[src/rtl/collatz_stepper_if.sv]
// Start/ready/finish handshake bundle for the collatz_stepper kernel.
// start is taken on a clock edge only while ready=1; finish pulses once when results become valid.
interface collatz_stepper_if #(
  parameter int WIDTH     = 32,
  parameter int CNT_WIDTH = 32
);
  logic                 start;
  logic [WIDTH-1:0]     n;
  logic                 ready;
  logic                 finish;
  logic [CNT_WIDTH-1:0] return_val;
  logic [1:0]           status;
  logic [WIDTH-1:0]     peak;

  modport master (
    output start, n,
    input  ready, finish, return_val, status, peak
  );

  modport slave (
    input  start, n,
    output ready, finish, return_val, status, peak
  );
endinterface

[src/rtl/collatz_stepper.sv]
// Collatz step-count engine: one step per cycle, bounded by a step limit, with overflow and zero detection.
// Optional peak tracking is built when COLLATZ_PEAK_TRACK_EN is defined; otherwise peak is tied to 0.
module collatz_stepper #(
  parameter int WIDTH     = 32,
  parameter int CNT_WIDTH = 32,
  parameter int MAX_STEPS = 1000
) (
  input  logic                clk,
  input  logic                reset,
  collatz_stepper_if.slave    bus,
  output logic [1:0]          state_dbg
);

  typedef enum logic [1:0] {IDLE = 2'd0, RUN = 2'd1, DONE = 2'd2} state_t;

  localparam logic [1:0] ST_OK      = 2'd0;
  localparam logic [1:0] ST_TIMEOUT = 2'd1;
  localparam logic [1:0] ST_OVF     = 2'd2;
  localparam logic [1:0] ST_ZERO    = 2'd3;

  localparam logic [CNT_WIDTH-1:0] LIMIT = CNT_WIDTH'(MAX_STEPS);

  state_t               state, state_nxt;
  logic [WIDTH-1:0]     value_q;
  logic [CNT_WIDTH-1:0] count_q;
  logic [CNT_WIDTH-1:0] ret_q;
  logic [1:0]           status_q;
  logic                 finish_q;

  logic [WIDTH+1:0]     sum;
  logic                 ovf;
  logic                 limit_hit;
  logic [WIDTH-1:0]     step_val;
  logic                 term;
  logic [1:0]           term_status;

  // 3n+1 is formed in WIDTH+2 bits so any carry out of WIDTH flags overflow.
  assign sum       = {2'b00, value_q} + {1'b0, value_q, 1'b0} + {{(WIDTH+1){1'b0}}, 1'b1};
  assign ovf       = value_q[0] & (|sum[WIDTH+1:WIDTH]);
  assign step_val  = value_q[0] ? sum[WIDTH-1:0] : (value_q >> 1);
  assign limit_hit = (MAX_STEPS != 0) ? (count_q == LIMIT) : (&count_q);

  always_comb begin
    state_nxt   = state;
    term        = 1'b0;
    term_status = ST_OK;
    case (state)
      IDLE: if (bus.start) state_nxt = RUN;
      RUN: begin
        if (value_q == '0) begin
          term = 1'b1; term_status = ST_ZERO;
        end else if (value_q == WIDTH'(1)) begin
          term = 1'b1; term_status = ST_OK;
        end else if (limit_hit) begin
          term = 1'b1; term_status = ST_TIMEOUT;
        end else if (ovf) begin
          term = 1'b1; term_status = ST_OVF;
        end
        if (term) state_nxt = DONE;
      end
      DONE:    state_nxt = IDLE;
      default: state_nxt = IDLE;
    endcase
  end

  always_ff @(posedge clk) begin
    if (reset) begin
      state    <= IDLE;
      value_q  <= '0;
      count_q  <= '0;
      ret_q    <= '0;
      status_q <= ST_OK;
      finish_q <= 1'b0;
    end else begin
      state    <= state_nxt;
      finish_q <= (state == RUN) && term;
      if (state == IDLE && bus.start) begin
        value_q  <= bus.n;
        count_q  <= '0;
        ret_q    <= '0;
        status_q <= ST_OK;
      end else if (state == RUN) begin
        if (term) begin
          ret_q    <= count_q;
          status_q <= term_status;
        end else begin
          value_q <= step_val;
          count_q <= count_q + 1'b1;
        end
      end
    end
  end

`ifdef COLLATZ_PEAK_TRACK_EN
  logic [WIDTH-1:0] peak_q;

  always_ff @(posedge clk) begin
    if (reset) begin
      peak_q <= '0;
    end else if (state == IDLE && bus.start) begin
      peak_q <= bus.n;
    end else if (state == RUN && !term && step_val > peak_q) begin
      peak_q <= step_val;
    end
  end

  assign bus.peak = peak_q;
`else
  assign bus.peak = '0;
`endif

  assign bus.ready      = (state == IDLE) & ~reset;
  assign bus.finish     = finish_q;
  assign bus.return_val = ret_q;
  assign bus.status     = status_q;
  assign state_dbg      = state;

endmodule

[src/flat_wrapper.sv]
// flat-port wrapper written by rule: the top's interface ports become plain ports
module collatz_stepper_flat 
#(
  parameter int WIDTH     = 32,
  parameter int CNT_WIDTH = 32,
  parameter int MAX_STEPS = 1000
)
  (clk, reset, state_dbg, bus_start, bus_n, bus_ready, bus_finish, bus_return_val, bus_status, bus_peak);
  collatz_stepper_if #(.WIDTH(WIDTH), .CNT_WIDTH(CNT_WIDTH)) bus_i ();
  input  logic clk;
  input  logic reset;
  output logic [1:0] state_dbg;
  input wire logic [$bits(bus_i.start)-1:0] bus_start;
  input wire logic [$bits(bus_i.n)-1:0] bus_n;
  output wire logic [$bits(bus_i.ready)-1:0] bus_ready;
  output wire logic [$bits(bus_i.finish)-1:0] bus_finish;
  output wire logic [$bits(bus_i.return_val)-1:0] bus_return_val;
  output wire logic [$bits(bus_i.status)-1:0] bus_status;
  output wire logic [$bits(bus_i.peak)-1:0] bus_peak;
  assign bus_i.start = bus_start;
  assign bus_i.n = bus_n;
  assign bus_ready = bus_i.ready;
  assign bus_finish = bus_i.finish;
  assign bus_return_val = bus_i.return_val;
  assign bus_status = bus_i.status;
  assign bus_peak = bus_i.peak;
  collatz_stepper #(.WIDTH(WIDTH), .CNT_WIDTH(CNT_WIDTH), .MAX_STEPS(MAX_STEPS)) u_core (.clk(clk), .reset(reset), .bus(bus_i), .state_dbg(state_dbg));
endmodule
[config.mk]
export PLATFORM = sky130hd
export DESIGN_NAME = collatz_stepper_flat
export DESIGN_NICKNAME = d
export VERILOG_FILES = /design/src/rtl/collatz_stepper_if.sv /design/src/rtl/collatz_stepper.sv /design/src/flat_wrapper.sv
export SDC_FILE = /design/constraint.sdc
export NUM_CORES = 1
export LEC_CHECK = 0
export CORE_UTILIZATION = 50
export CTS_CLUSTER_SIZE = 12
export DETAILED_ROUTE_END_ITERATION = 10
export MAX_ROUTING_LAYER = met4
export PLACE_DENSITY = 0.74
export SLEW_MARGIN = 0
export SYNTH_ARGS = -nofsm -noshare
export SYNTH_HDL_FRONTEND = slang
export SYNTH_SLANG_ARGS = --single-unit
[constraint.sdc]
create_clock -name clk -period 6.75 [get_ports clk]
set_input_delay 1.35 -clock clk [delete_from_list [all_inputs] [get_ports clk]]
set_output_delay 1.35 -clock clk [all_outputs]
set_load 0.05 [all_outputs]
==> results.md <==
- Status: completed
- CP max stage delay: between 0.5 and 0.6 ns
- Switch share: roughly 36%
- Setup crit end kind: flop
- Routed Antenna Nets: 0
- Yosys top cell by area: dfxtp_1
- Area growth, synth to finish: 12.9%
- Num CTS Buffers: 9
- Slew margin rel.: 29.9%
- Cell Chain, Critical Path: buf_4 -> clkinv_1 -> ha_1 -> a21oi_1 -> o221a_2 -> a211oi_1 -> o211ai_1 -> nand3_1 -> a21o_4 -> a21o_1 -> buf_4 -> o21ai_0 -> a311oi_1
- Post-route minimum period: around 4.3 ns
- Crit path max fanout: 62
- Clock Skew: approximately 0.012 ns
- Post-Place Cell Area: 0.00798 sq mm
- CP startpoint kind: flop
- #FFs+latches synth: 101
- Syn Inst Count: 926
- MaxCap Viol Count: 0
- H-tree Lvls: 3
- Fin cells: 1,147
- IO Count: 105
- DIE WIDTH: 123 um
- Worst hold path class: reg2reg
- Share of cells above drive strength 1: 5.38%
- # resized after CTS: 0
- Maximum VDD drop: 0.000145 V
- First-pass GRT wire length: 30,900 um
- Mapped Area: 0.00733 sq mm
- Synth warn: 0
- RePlAce Congestion: roughly 0.96
- Post-synth EDFFs: 0
- Dpl cells: roughly 1,100
- N_diodes: 0
- CTS root buffer: clkbuf_16
- 1st-iter DRT viols: ~460
- Total GRT Usage: 26.6%
- Synth async-reset ratio: 0%
- Via count: 6,831
- Setup TNS: 0 ns
- Setup CP Type: reg2reg
- Predominant post-synthesis flop cell: dfxtp_1
- Top post-synthesis cells by count: nand2_1, dfxtp_1, a21oi_1, nor2_1, ha_1
- Cell Int Power: 1.09 mW
- Final setup viols: 0
- CTS clk-pin slew, worst paths: 0.07 ns
- Number of global-route vias before repair: 6,161
- Clock Power Share: 31.5%
- Fill cells: 1,276
- RSZ-0062 raised after global routing: no
- Tcrit/Tclk final: 63.3%
- Final Power: around 1.7 mW
- Endpoints failing hold: 0
- Worst-case clock buffer depth: 2
- Die Y: 123 um
- Clk_lat worst skew: 0.35 ns
- Area of the multi-input gates: approximately 0.0048 sq mm
- Largest net degree at the start of global routing: 63
- TritonCTS clock tree: built
- CTS sink count: 101
- Worst Tran Pin Value: approximately 1.1 ns
- Grt ovf: 0
- Main area contributors after synthesis: dfxtp_1, ha_1, mux2i_1
- Crit path top cell by count: buf_4
- Met2 usage: 41.1%
- Storage cell area: 0.00202 sq mm
- Slew Limit Fails: 0
- Synth Area per Inst: around 7.9 sq um
- Vias per cell: around 6.0
- Met1 GRT Util: 36.3%
- Drt first pass iters: 6
- Core ar.: roughly 0.014 sq mm
- Switching power: 607 uW
- Most numerous cell in the Yosys netlist: nand2_1
- GR peak layer: met2
- Seq/Total Area, Yosys: 27.6%
- Initial antenna violation count: 0
- Top achievable clock speed: 0.234 GHz
- Reg power frac: around two fifths
- Routed wire length: 19,100 um
- WL/cell: 16.7 um
- Leakage: 3.26 nW
- Post-Route Utilization: 58.7%
- Cell area after layout: 0.00827 sq mm
- Post-CTS Setup Inserts: 0
- M3 GR Usage: between 4 and 5%
- Dpl hpwl: approximately 13,000 um
- Starting Density: 52.0%
- Post-synth top area share: roughly 28%
- Cell Rows: 43
- Critical Path AT: 4.54 ns
- Hold buffer count at CTS: 0
- PD cells: 205 mW/mm^2
- IO buf count: just over 70
- Die footprint: about 0.015 sq mm
- Req. time, crit path: 7.02 ns
- Netlist cell types: 76
- Comb power frac: 30.2%
- DRC viols: 0
- CP max-delay cell: buf_4
- Final net count: 1,052
-- placed cells by master, fill, tap and decap left out, types with 14 or more instances in the layout --
| master | count |
|---|---|
| a21oi_1 | 73 |
| clkdlybuf4s50_1 | 71 |
| conb_1 | 32 |
| dfxtp_1 | 100 |
| ha_1 | 54 |
| inv_1 | 36 |
| mux2i_1 | 49 |
| nand2_1 | 109 |
| nand3_1 | 25 |
| nand4_1 | 18 |
| nor2_1 | 64 |
| nor3_1 | 23 |
| o21ai_0 | 35 |
| or3_1 | 15 |
| or4_1 | 15 |
| xnor2_1 | 14 |
-- power by group through the flow --
stage	sequential (mW)	combinational [mW]	clock (mW)
4_1_cts	0.649	0.507	0.544
5_1_grt	0.654	0.563	0.566
3_3_place_gp	0.663	0.501	0
2_1_floorplan	0.659	0.403	0
6_report	0.650	0.514	0.535
3_5_place_dp	0.663	0.504	0
-- routing by layer --
layer	up-vias	share of wire [%]
li1	3378	-
met1	3237	49
met2	196	44
met3	20	5.5
met4	0	1.3
met5	-	0
-- critical path: cells and delay by family, from the launching register on --
family	cells	cell delay, ns
AOI/OAI and AO/OA	8	1.76
adders and majority gates	1	0.43
buffers and inverters	3	1.55
DFF	1	0.32
and+or+nand+nor	1	0.11
-- per-stage QoR --
step	hold slack [ns]	setup WS, ns
after floorplan	0.465	2.63
after global placement	0.444	2.67
after detailed placement	0.446	2.55
after CTS	0.463	2.52
after global routing	0.473	2.11
final	0.459	2.48
-- logic make-up (layout without fill, tap and decap cells) --
family | after synthesis | count (layout) | synth area share, %
fa+ha+maj | 55 | 55 | 9.49
mux | 49 | 49 | 6.69
xor+xnor | 27 | 27 | 3.23
buf+inv | 125 | 135 | 8.61
compound gates | 229 | 229 | 21.0
simple gates | 339 | 339 | 23.3
flops | 101 | 101 | 27.6
other cells | 1 | 32 | 0.0512
-- registers in the layout (all words and copies together), names as in the netlist, named ones only --
signal and cells:
u_core.state_dbg 2, u_core.bus.finish 1, u_core.bus.status 2, u_core.count_q 32, u_core.value_q 31, u_core.bus.return_val 32
-- path summary, 6_finish.rpt --
path	to	startpoint	cells after the start	slack (ns)
max	u_core.value_q[31]	u_core.value_q[0]	13	2.48
min	u_core.bus.return_val[13]	u_core.bus.return_val[13]	2	0.46
max reg2reg	u_core.value_q[31]	u_core.value_q[0]	13	2.48
min reg2reg	u_core.bus.return_val[13]	u_core.bus.return_val[13]	2	0.46
-- area by class of cell --
type	instances	share of cell area, %
well taps	180	2.72
repair buffers	82	9.56
flip-flops and latches	101	24.5
clock buffers	10	2.77
clock inverters	6	0.802
inverters	37	1.68
multi-input cells	731	58.0
(Power assumes the default switching activity.)
